`config.mk`:
```
export PLATFORM = sky130hd
export DESIGN_NAME = pv_ctrl_seq_flat
export DESIGN_NICKNAME = d
export VERILOG_FILES = /design/src/rtl/pv_ctrl_seq_if.sv /design/src/rtl/pv_ctrl_seq.sv /design/src/flat_wrapper.sv
export SDC_FILE = /design/constraint.sdc
export NUM_CORES = 1
export LEC_CHECK = 0
export ABC_AREA = 1
export BUFFER_PORTS_ARGS = -buffer_cell sky130_fd_sc_hd__buf_4
export CAP_MARGIN = 25
export CORE_MARGIN = 2
export CORE_UTILIZATION = 34
export CTS_BUF_LIST = sky130_fd_sc_hd__clkbuf_16
export CTS_CLUSTER_DIAMETER = 200
export DETAILED_ROUTE_END_ITERATION = 12
export SETUP_SLACK_MARGIN = 0.1
export SYNTH_ARGS = -nofsm -noshare
export SYNTH_HDL_FRONTEND = slang
export SYNTH_SLANG_ARGS = --single-unit
export TNS_END_PERCENT = 100
```
`constraint.sdc`:
```
create_clock -name clk -period 7.5 [get_ports clk]
set_input_delay 0.375 -clock clk [delete_from_list [all_inputs] [get_ports clk]]
set_output_delay 0.375 -clock clk [all_outputs]
set_load 0.05 [all_outputs]
```
`src/rtl/pv_ctrl_seq_if.sv`:
```
// Host command channel for the PV control sequencer.
// A command transfers on a clk posedge where cmd_valid and cmd_ready are both high;
// the host holds cmd_op/cmd_move stable while cmd_valid is high and ready is low.
interface pv_ctrl_seq_if #(
  parameter int UCI_WIDTH = 16
) ();
  logic                 cmd_valid;
  logic                 cmd_ready;
  logic [1:0]           cmd_op;
  logic [UCI_WIDTH-1:0] cmd_move;

  modport master (output cmd_valid, output cmd_op, output cmd_move, input cmd_ready);
  modport slave  (input cmd_valid, input cmd_op, input cmd_move, output cmd_ready);
endinterface

```
`src/rtl/pv_ctrl_seq.sv`:
```
// Stages host-pushed UCI moves and, on commit/clear, streams one PV table
// write word per ply (all 2**MAX_DEPTH_LOG2 plies) with optional hold stalls.
module pv_ctrl_seq #(
  parameter int UCI_WIDTH      = 16,
  parameter int MAX_DEPTH_LOG2 = 6
) (
  input  logic                    clk,
  input  logic                    reset,
  pv_ctrl_seq_if.slave            cmd,
  input  logic                    hold,
  output logic [31:0]             pv_ctrl_out,
  output logic                    busy,
  output logic                    done,
  output logic [MAX_DEPTH_LOG2:0] pv_len,
  output logic                    overflow,
  output logic [1:0]              dbg_state
);

  localparam int PLIES = 2 ** MAX_DEPTH_LOG2;
  localparam logic [MAX_DEPTH_LOG2:0]   FULL = (MAX_DEPTH_LOG2 + 1)'(PLIES);
  localparam logic [MAX_DEPTH_LOG2-1:0] LAST = '1;

  typedef enum logic [1:0] {
    S_IDLE  = 2'd0,
    S_WRITE = 2'd1,
    S_DONE  = 2'd2
  } state_t;

  state_t                  r_state;
  state_t                  w_next;
  logic                    r_ready;
  logic                    r_done;
  logic                    r_ovf;
  logic [MAX_DEPTH_LOG2-1:0] r_ply;
  logic [MAX_DEPTH_LOG2:0] r_len;
  logic [MAX_DEPTH_LOG2:0] r_lat;
  logic [31:0]             r_out;
  logic [UCI_WIDTH-1:0]    r_buf [PLIES];

  logic                    w_accept;
  logic                    w_push;
  logic                    w_seq;
  logic                    w_issue;
  logic [31:0]             w_word;

  assign w_accept = cmd.cmd_valid && r_ready;
  assign w_push   = w_accept && (cmd.cmd_op == 2'd0);
  assign w_seq    = w_accept && ((cmd.cmd_op == 2'd1) || (cmd.cmd_op == 2'd2));
  assign w_issue  = (r_state == S_WRITE) && !hold;

  always_ff @(posedge clk or posedge reset) begin
    if (reset) r_state <= S_IDLE;
    else       r_state <= w_next;
  end

  always_comb begin
    w_next = r_state;
    case (r_state)
      S_IDLE:  if (w_seq) w_next = S_WRITE;
      S_WRITE: if (w_issue && (r_ply == LAST)) w_next = S_DONE;
      S_DONE:  w_next = S_IDLE;
      default: w_next = S_IDLE;
    endcase
  end

  // Plies at or beyond the latched length are written as invalid, zero entries.
  always_comb begin
    w_word                              = '0;
    w_word[31]                          = 1'b1;
    w_word[UCI_WIDTH +: MAX_DEPTH_LOG2] = r_ply;
    if ({1'b0, r_ply} < r_lat) begin
      w_word[UCI_WIDTH-1:0]            = r_buf[r_ply];
      w_word[UCI_WIDTH+MAX_DEPTH_LOG2] = 1'b1;
    end
  end

  always_ff @(posedge clk or posedge reset) begin
    if (reset) begin
      r_ready <= 1'b0;
      r_done  <= 1'b0;
      r_ovf   <= 1'b0;
      r_ply   <= '0;
      r_len   <= '0;
      r_lat   <= '0;
      r_out   <= '0;
    end else begin
      // Ready drops on the same edge a commit/clear is taken, so nothing slips in behind it.
      r_ready <= (r_state == S_IDLE) && !w_seq;
      r_done  <= (r_state == S_DONE);
      r_out   <= w_issue ? w_word : '0;
      if (w_push) begin
        if (r_len == FULL) r_ovf <= 1'b1;
        else               r_len <= r_len + 1'b1;
      end
      if (w_seq) begin
        r_ply <= '0;
        if (cmd.cmd_op == 2'd1) begin
          r_lat <= r_len;
        end else begin
          r_lat <= '0;
          r_ovf <= 1'b0;
        end
      end
      if (w_issue && (r_ply != LAST)) r_ply <= r_ply + 1'b1;
      if (r_state == S_DONE) r_len <= '0;
    end
  end

  always_ff @(posedge clk) begin
    if (w_push && (r_len != FULL)) r_buf[r_len[MAX_DEPTH_LOG2-1:0]] <= cmd.cmd_move;
  end

  assign cmd.cmd_ready = r_ready;
  assign pv_ctrl_out   = r_out;
  assign busy          = (r_state != S_IDLE);
  assign done          = r_done;
  assign pv_len        = r_len;
  assign overflow      = r_ovf;
  assign dbg_state     = r_state;

endmodule

```
`src/flat_wrapper.sv`:
```
// flat-port wrapper written by rule: the top's interface ports become plain ports
module pv_ctrl_seq_flat 
#(
  parameter int UCI_WIDTH      = 16,
  parameter int MAX_DEPTH_LOG2 = 6
)
  (clk, reset, hold, pv_ctrl_out, busy, done, pv_len, overflow, dbg_state, cmd_cmd_valid, cmd_cmd_op, cmd_cmd_move, cmd_cmd_ready);
  pv_ctrl_seq_if #(.UCI_WIDTH(UCI_WIDTH)) cmd_i ();
  input  logic clk;
  input  logic reset;
  input  logic hold;
  output logic [31:0] pv_ctrl_out;
  output logic busy;
  output logic done;
  output logic [MAX_DEPTH_LOG2:0] pv_len;
  output logic overflow;
  output logic [1:0] dbg_state;
  input wire logic [$bits(cmd_i.cmd_valid)-1:0] cmd_cmd_valid;
  input wire logic [$bits(cmd_i.cmd_op)-1:0] cmd_cmd_op;
  input wire logic [$bits(cmd_i.cmd_move)-1:0] cmd_cmd_move;
  output wire logic [$bits(cmd_i.cmd_ready)-1:0] cmd_cmd_ready;
  assign cmd_i.cmd_valid = cmd_cmd_valid;
  assign cmd_i.cmd_op = cmd_cmd_op;
  assign cmd_i.cmd_move = cmd_cmd_move;
  assign cmd_cmd_ready = cmd_i.cmd_ready;
  pv_ctrl_seq #(.UCI_WIDTH(UCI_WIDTH), .MAX_DEPTH_LOG2(MAX_DEPTH_LOG2)) u_core (.clk(clk), .reset(reset), .cmd(cmd_i), .hold(hold), .pv_ctrl_out(pv_ctrl_out), .busy(busy), .done(done), .pv_len(pv_len), .overflow(overflow), .dbg_state(dbg_state));
endmodule
```
==> Word level (Yosys, flattened, before mapping) <==
Memory sizes are Yosys's and may differ from the RTL's.
Index checks and enable logic that the tools add are counted.
{ "totals": {"elab_cells": 59, "output_inout_bits": 45, "ram_bits": 1024, "register_bits": 57, "inputBits": 22, "mem_count": 1} }
{ "memory_table": {"columns": ["name", "words", "word_bits", "rd", "rd_clocked_by_memory_dff", "write_ports", "line_no", "rtl"], "rows": [
  ["u_core.r_buf", 64, 16, 1, 0, 1, "pv_ctrl_seq.sv:38", "logic [UCI_WIDTH-1:0] r_buf [PLIES];"]
]} }
{ "op_classes": {"magnitude_cmp": 1, "reduce_logical": 18, "addsub": 2, "eq_ne": 11, "muxes": 18} }
{ "ops": {"columns": ["op", "count"], "rows": [
  ["$mux W32", 1],
  ["$mux W7", 4],
  ["$mux W16", 1],
  ["$mux W6", 2],
  ["$logic_and A1 B1 Y1", 8],
  ["$add A7 B1 Y7 const B", 1],
  ["$eq A7 B7 Y1 const B", 1],
  ["$lt A6 B7 Y1", 1],
  ["$mux W1", 7],
  ["$ne A7 B7 Y1 const B", 1],
  ["$add A6 B1 Y6 const B", 1],
  ["$eq A6 B6 Y1 const B", 1],
  ["$ne A6 B6 Y1 const B", 1],
  ["$reduce_bool A2 Y1", 3],
  ["$eq A2 B1 Y1 const B", 2],
  ["$eq A2 B2 Y1 const B", 2],
  ["$logic_not A2 Y1", 2],
  ["$mux W2", 2],
  ["$ne A2 B1 Y1 const B", 2],
  ["$pmux W2 S2", 1],
  ["$reduce_and A2 Y1", 2],
  ["$logic_not A1 Y1", 2],
  ["$ne A2 B2 Y1 const B", 1],
  ["$logic_or A1 B1 Y1", 1]
]} }

==> Depth between registers and ports, before layout <==
Gate-level depths: netlist of the first run.
{ "depth": {"ltp_word": 5, "ltp_mapped": 14, "depth_no_buf": 11} }

==> Least setup slack after synthesis of the first run <==
OpenSTA, ideal clock, no wires.
{ "synth_timing": {"kind": "reg2reg", "startpoint": "register u_core.r_len[0] (netlist: u_core.pv_len[0])", "endpoint": "memory u_core.r_buf[15][0], enable pin", "n_path_buf": 0, "required_ns": 7.091, "synth_period_minus_slack_ns": 3.468, "setup_ns": 0.409, "t_arrival_ns": 3.059, "path_stages_with_launch": 10, "path_slack_ns": 4.032, "path_cell_list": "dfrtp_1 -> clkinv_1 -> ha_1 -> nand3_1 -> nor2_2 -> nor2_4 -> nand2_2 -> nor2_1 -> inv_1 -> nor3_1"} }
{ "synth_between": {"elab_chain_len": 4} }
{ "synth_lines": {"columns": ["item", "line_no", "rtl"], "rows": [
  ["start, declared", "pv_ctrl_seq.sv:35", "logic [MAX_DEPTH_LOG2:0] r_len;"],
  ["start signal, assigned", "pv_ctrl_seq.sv:93", "else r_len <= r_len + 1'b1;"],
  ["$ne A7 B7 Y1", "pv_ctrl_seq.sv:110", "if (w_push && (r_len != FULL)) r_buf[r_len[MAX_DEPTH_LOG2-1:0]] <= cmd.cmd_move;"],
  ["$logic_and A1 B1 Y1", "pv_ctrl_seq.sv:110", null],
  ["$mux W1", "pv_ctrl_seq.sv:110", null],
  ["$mux W1 (implied by the code)", "pv_ctrl_seq.sv:110", null],
  ["end, declared", "pv_ctrl_seq.sv:38", null]
]} }
Several ways; a longest one is shown, not always the timed one.

==> Final worst setup path of the first run <==
{ "layout_timing": {"startpoint": "register u_core.r_len[0] (netlist: u_core.pv_len[0])", "endpoint": "memory u_core.r_buf[36][2], enable pin"} }
The elaborated chain is that of the path after synthesis.

==> results of run 1 <==
## synthesized netlist by cell type, drive strengths merged
master,instances,area [sq um]
o32ai,2,17.52
ha,10,125.1
nand4,4,25.02
clkbuf,40,152.6
a31oi,1,6.260
nand2,1373,5159
a21oi,85,425.4
edfxtp,1024,30750
nor3b,1,12.51
o22ai,3,18.77
nor3,69,345.3
xor2,2,17.52
o211ai,96,720.7
or2,64,400.4
nand3,407,2037
o311ai,1,8.760
clkinv,3,11.26
inv,519,1953
buf,192,1114
o21ai,79,395.4
nor2,208,810.8
nor4,3,46.29
dfrtp,49,1226
conb,1,3.750
o22a,1,8.760
## critical path, stage by stage, from the launching register on
cell and delay [ns]:
dfrtp_1 0.49, clkinv_1 0.30, ha_1 0.29, nand3_1 0.12, nor2_2 0.07, nor2_4 0.28
nand4_1 0.84, nor2_1 1.05, buf_4 0.36
## through the flow
| stage | cells | util | power [mW] |
|---|---|---|---|
| floorplan | 4244 | - | 10.89 |
| global placement | 5920 | 0.3584 | 12.88 |
| detailed placement | 5921 | 0.3586 | 12.92 |
| CTS | 6133 | 0.3851 | 18.22 |
| global route | 6134 | 0.3852 | 19.02 |
| finish | 6135 | 0.3853 | 18.15 |
## state kept, by name (all words and copies together) (netlist names)
name and cells:
u_core.cmd.cmd_ready 1, u_core.dbg_state 2, u_core.done 1, u_core.overflow 1
u_core.pv_ctrl_out 24, u_core.pv_len 7, u_core.r_buf 1024, u_core.r_lat 7
u_core.r_ply 6
## kinds of logic after synthesis
| family | synth area share |
|---|---|
| buffers and inverters | 0.07055 |
| and+or+nand+nor | 0.1930 |
| AOI/OAI and AO/OA | 0.03498 |
| DFF | 0.6983 |
| other | 0.00008190 |
| xor gates and xnor gates | 0.0003826 |
| adders and majority gates | 0.002732 |
## layer usage
layer | routed length (microns) | GRT usage | part of all wire | vias to the layer above
met3 | 10710 | 0.02924 | 0.083 | 191
met2 | 58510 | 0.2886 | 0.45 | 1246
met4 | 3301 | 0.05084 | 0.026 | 0
li1 | - | - | - | 14110
met5 | 0 | 0 | 0 | -
met1 | 56730 | 0.2701 | 0.44 | 14710
## cell type report
cell class | count | area [sq um]
Sequential cell | 1073 | 31990
Clock buffer | 114 | 2853
Antenna cell | 1 | 2.502
Tap cell | 1768 | 2212
Multi-Input combinational cell | 2417 | 10620
Clock inverter | 96 | 665.6
Inverter | 522 | 1987
Timing Repair Buffer | 144 | 1151
Fill cell | 12810 | 82150
## layout by cell type (no fill, tap or decap), types with 5 or more instances in the layout
cell type	n
o211ai_1	96
or2_1	36
edfxtp_1	1024
clkinv_1	34
or2_0	28
o21ai_0	20
conb_1	8
buf_4	137
clkbuf_16	114
dfrtp_1	45
inv_1	535
o21ai_1	59
bufinv_16	8
nor2_2	5
a21oi_1	85
inv_2	5
nor2_1	200
clkinv_2	27
nand3_1	407
nand2_1	1371
nor3_1	68
ha_1	10
## power by group
part / internal, mW / total (mW) / switching (mW)
clock: 3.02 / 5.33 / 2.31
combinational: 1.54 / 5.89 / 4.35
sequential: 6.65 / 6.93 / 0.280
total: 11.2 / 18.2 / 6.94
## how the worst max path moves through the flow
stage                      from               endpoint  slack [ns]  cells past startpoint
2_1_floorplan  u_core.pv_len[0]    u_core.r_buf[15][0]        4.03                      9
3_3_place_gp    u_core.r_ply[0]  u_core.pv_ctrl_out[0]        3.59                     11
3_5_place_dp    u_core.r_ply[0]  u_core.pv_ctrl_out[0]        3.59                     11
4_1_cts         u_core.r_ply[0]  u_core.pv_ctrl_out[4]        3.57                     11
5_1_grt        u_core.pv_len[0]    u_core.r_buf[36][2]        3.31                      8
6_report       u_core.pv_len[0]    u_core.r_buf[36][2]        3.41                      8
## what timing repair did
item,4_1_cts,5_1_grt
endpoints found under the hold margin,50,0
resized for setup,0,0
hold buffers,2,0
==> summary.md, run 1 <==
| Metric | Value |
|---|---|
| Core ar. | `133600 sq um` |
| Slew of the pin with the lowest slew margin | `between 1 and 1.5 ns` |
| Sequential-to-total area share from yosys stat | `0.6983` |
| Hold path cells | `4` |
| HP Start | `cmd_cmd_valid` |
| Setup ws final | `approximately 3.4 ns` |
| R2R Setup Slk | `approximately 3.4 ns` |
| Setup WS pre-CTS | `around 3.6 ns` |
| First-pass GRT wire length | `~190000 microns` |
| Power Density | `around 350 nW/um^2` |
| Hold EP | `u_core.overflow` |
| Post-Route WL | `approximately 130000 microns` |
| # nets final | `around 4300` |
| Final period util | `0.5454` |
| RSZ-0062 raised after global routing | `no` |
| Initial Utilization | `0.3427` |
| Final Max Tran Viols | `0` |
| Yosys warns | `0` |
| TritonCTS clock tree | `yes` |
| Share of cells above drive strength 1 | `0.07421` |
| Synth unique cells | `37` |
| Drt drc | `0` |
| Via density | `between 4 and 5` |
| Antenna violations before repair | `1` |
| Area Growth Syn to Fin | `12.42%` |
| Final setup viols | `0` |
| H-Tree Depth | `3` |
| WP data arrival | `between 4 and 5 ns` |
| GRT overflow | `0` |
| Clk_lat worst skew | `around 0.7 ns` |
| RR Endpoint | `u_core.r_buf[36][2]` |
| Die Ht | `approximately 370 microns` |
| Drt pass-1 iters | `6` |
| Setup TNS | `0 ns` |
| Post-synthesis cell count | `4237` |
| Max Buffers Root-to-Sink | `3` |
| I/O Buffers | `58` |
| Startpoint types | `flop` |
| Worst R2R Start | `u_core.pv_len[0]` |
| Critical path class | `flop to flop` |
| CP max FO | `15` |
| Vias | `between 30000 and 40000` |
| Fmax | `between 0.2 and 0.25 GHz` |
| Hold Slack | `~0.23 ns` |
| DP Wirelength | `71890 microns` |
| Clock Sinks | `between 1000 and 1500` |
| Rows | `approximately 130` |
| Reg2Reg Depth | `8` |
| Clock transition at path regs | `0.06 ns` |
| Crit end category | `flop` |
| Number of global-route vias before repair | `around 28000` |
| Antenna-violating nets left | `0` |
| #FFs+latches synth | `around 1100` |
| Routed length per placed instance | `~21 microns` |
| Root Buffer | `clkbuf_16` |
| Req. time, crit path | `slightly below 8 ns` |
| Lkg Pwr | `around 20 nW` |
| Period minus WS final | `between 4 and 5 ns` |
| Max_cap viols | `0` |
| Setup Buffers After CTS | `0` |
| Post-synth design cell area | `roughly 46000 sq um` |
| Die X | `between 300 and 400 microns` |
| Largest net degree at the start of global routing | `between 200 and 250` |
| GPL Wtd Cong | `about 0.84` |
| Final hold vios | `0` |
| Worst hold path type | `primary input to flop` |
| Area after DPL | `47920 sq um` |
| Initial DRC count | `around 3300` |
| CTS Buf Count | `between 100 and 150` |
| Syn avg cell area | `~11 sq um` |
| Status | `finished clean` |
| Design area | `51480 sq um` |
| Clock Skews | `around 0.021 ns` |
| GRT Total Usage | `0.1860` |
| Die area | `around 140000 sq um` |
| Relative slew slack | `0.3255` |
| IO Pins | `between 60 and 70` |
| Max VDD drop | `about 300 uV` |
Power figures use the tool's default switching activity.
==> run 2, diff against run 1 <==
==> constraint.sdc (replaced) <==
create_clock -name clk -period 3.4 [get_ports clk]
set_input_delay 0.17 -clock clk [delete_from_list [all_inputs] [get_ports clk]]
set_output_delay 0.17 -clock clk [all_outputs]
set_load 0.05 [all_outputs]
==> run 2 against run 1 <==
  * Fmax up 39%
  * Final area increased by 0.74%
  * Critical path depth up 2
  * Flip-flop and latch count stayed put
  * Critical path type unchanged
  * Largest cell class unchanged
  * Largest power group unchanged
==> summary.md, run 2 (synthesis gave the netlist of run 1 again) <==
| Metric | Value |
|---|---|
| Post-Route WL | `129300 microns (about the same)` |
| Fmax | `0.3388 GHz (+39%)` |
| Drt pass-1 iters | `5 (-1)` |
| Final Max Tran Viols | `0 (unchanged)` |
| Most frequent CP cell | `inv_2` |
| Initial DRC count | `3765 (+15%)` |
| Fill cells | `12820 (+0.12%)` |
| Largest net degree at the start of global routing | `130 (-36%)` |
| Final hold vios | `0 (unchanged)` |
| Req. time, crit path | `3.76 ns (-4.12 ns)` |
| GRT Total Usage | `0.1860 (about the same)` |
| Root Buffer | `clkbuf_16` |
| CP max FO | `16 (+1)` |
| Max_cap viols | `0 (unchanged)` |
| Ant. Diodes | `0 (-1)` |
| DP Wirelength | `74030 microns (+3.0%)` |
| Reg area | `31990 sq um (unchanged)` |
| Die area | `137600 sq um (unchanged)` |
| Share of cells above drive strength 1 | `0.07628 (+0.002065)` |
| Die X | `371.0 microns (unchanged)` |
| Crit end category | `flop` |
| Power Density | `779.2 nW/um^2 (+120%)` |
| Relative slew slack | `0.2812 (-0.04427)` |
| Die Ht | `371.0 microns (unchanged)` |
| IO Pins | `67 (unchanged)` |
| Critical path class | `flop to flop` |
| Period minus WS final | `2.952 ns (-1.139 ns)` |
| Vias | `30310 (+0.19%)` |
| Via density | `4.921 (-0.22%)` |
| Core ar. | `133600 sq um (unchanged)` |
| Worst R2R Start | `u_core.pv_len[0]` |
| Clock Skews | `0.03095 ns (+0.009696 ns)` |
| Antenna violations before repair | `5 (+4)` |
| HP Start | `cmd_cmd_move[14]` |
| Drt drc | `0 (unchanged)` |
| Final period util | `0.8681 (+0.3227)` |
| Max Buffers Root-to-Sink | `3 (unchanged)` |
| CTS Buf Count | `112 (unchanged)` |
| Setup TNS | `0 ns (unchanged)` |
| # nets final | `4330 (+0.65%)` |
| H-Tree Depth | `3 (unchanged)` |
| GPL Wtd Cong | `0.8697 (+3.3%)` |
| Final Power | `40.41 mW (+120%)` |
| Antenna-violating nets left | `0 (unchanged)` |
| TritonCTS clock tree | `yes` |
| Status | `finished clean` |
| Rows | `134 (unchanged)` |
| Max VDD drop | `851.6 uV (+180%)` |
| Routed length per placed instance | `21.00 microns (-0.33%)` |
| Initial Utilization | `0.3427 (unchanged)` |
| Commonest non-fill, non-tap cell in the layout | `nand2_1` |
| RSZ-0062 raised after global routing | `no` |
| Final setup viols | `0 (unchanged)` |
| GRT overflow | `0 (unchanged)` |
| Lkg Pwr | `20.79 nW (+1.0%)` |
| Multi-input logic area | `10620 sq um (about the same)` |
| CP max stage delay | `0.48 ns (-0.57 ns)` |
| Crit. Startpoint | `u_core.pv_len[0]` |
| Number of global-route vias before repair | `28600 (+0.94%)` |
| Commonest non-fill, non-tap cells in the layout | `nand2_1, edfxtp_1, inv_1` |
| Clk_lat worst skew | `0.70 ns (about the same)` |
| Slowest cell on crit path | `dfrtp_1` |
| Startpoint types | `flop` |
| I/O Buffers | `58 (unchanged)` |
| CTS resizes | `0 (unchanged)` |
| Area Growth Syn to Fin | `13.26%` |
| Clock transition at path regs | `0.07 ns (about the same)` |
| Clock Sinks | `1073 (unchanged)` |
| CP cell instances | `clkinv_1 > ha_1 > nand3_1 > nor2_2 > nor2_4 > inv_2 > nor4_4 > inv_2 > nor2_1 > buf_4` |
| Slew of the pin with the lowest slew margin | `1.078 ns (+0.06748 ns)` |
| Worst hold path type | `primary input to flop` |
| WP data arrival | `3.31 ns (-1.17 ns)` |
| Largest register FFs | `1024 (unchanged)` |
| First-pass GRT wire length | `190000 microns (about the same)` |
-- run 2: cell count changes in the layout (fill, tap and decap cells not counted), sizes merged --
| cell | previous run | this run |
|---|---|---|
| bufinv | 8 | 10 |
| inv | 546 | 556 |
| dlygate4sd3 | 2 | 4 |
| diode | 1 | 0 |
| clkinvlp | 1 | 2 |
| clkbuf | 114 | 115 |
| buf | 142 | 168 |
| clkinv | 63 | 47 |
-- run 2: cell type report --
cell class | instances | area share
flip-flops and latches | 1073 | 0.6168
clock inverters | 93 | 0.01274
repair buffers | 172 | 0.02934
multi-input cells | 2417 | 0.2047
inverters | 522 | 0.03826
well taps | 1768 | 0.04266
clock buffers | 115 | 0.05549
-- run 2: per-layer routing --
layer / vias to the layer above / routed length [microns] / global-route usage
li1: 14120 / - / -
met1: 14800 / 56900 / 0.2674
met2: 1205 / 58370 / 0.2874
met3: 187 / 10590 / 0.03340
met4: 2 / 3470 / 0.05318
met5: - / 12 / 0
-- run 2: metrics by stage --
| step | utilization | instances | hold slack, ns | setup slack [ns] | area, sq um |
|---|---|---|---|---|---|
| floorplan | - | 4244 | 0.2529 | 0.3103 | 45820 |
| global placement | 0.3611 | 5947 | 0.3379 | 0.6219 | 48250 |
| detailed placement | 0.3611 | 5947 | 0.3548 | 0.5589 | 48250 |
| CTS | 0.3878 | 6158 | 0.1320 | 0.5304 | 51820 |
| global route | 0.3881 | 6160 | 0.1673 | 0.2953 | 51860 |
| finish | 0.3881 | 6160 | 0.1557 | 0.4485 | 51860 |
-- run 2: path summary, 6_finish.rpt --
| check | depth (start not counted) | slack (ns) | to |
|---|---|---|---|
| hold reg to reg | 2 | 0.49 | u_core.r_lat[0] |
| setup reg to reg | 10 | 0.45 | u_core.r_buf[49][11] |
| min in group asynchronous | 3 | 0.19 | u_core.pv_ctrl_out[21] |
| max in group asynchronous | 4 | 2.43 | u_core.pv_ctrl_out[8] |
| hold / removal | 1 | 0.16 | u_core.r_buf[59][14] |
| setup / recovery | 10 | 0.45 | u_core.r_buf[49][11] |
-- run 2: report_power, final --
part	switching (mW)	leakage (nW)	internal (mW)	total [mW]
Combinational	9.79	9.11	3.62	13.4
Sequential	0.437	9.83	14.7	15.1
Clock	5.07	1.86	6.82	11.9
-- run 2: timing repair --
action	4_1_cts	5_1_grt
hold endpoints to repair	38	12
setup buffers	0	0
hold buffers	3	1
-- run 2: critical path: cells and delay by family, from the launching register on --
kind / cells / cell delay (ns)
flip-flops: 1 / 0.48
adder cells (fa/ha/maj): 1 / 0.28
AND/OR/NAND/NOR: 5 / 0.87
buffers and inverters: 4 / 0.97
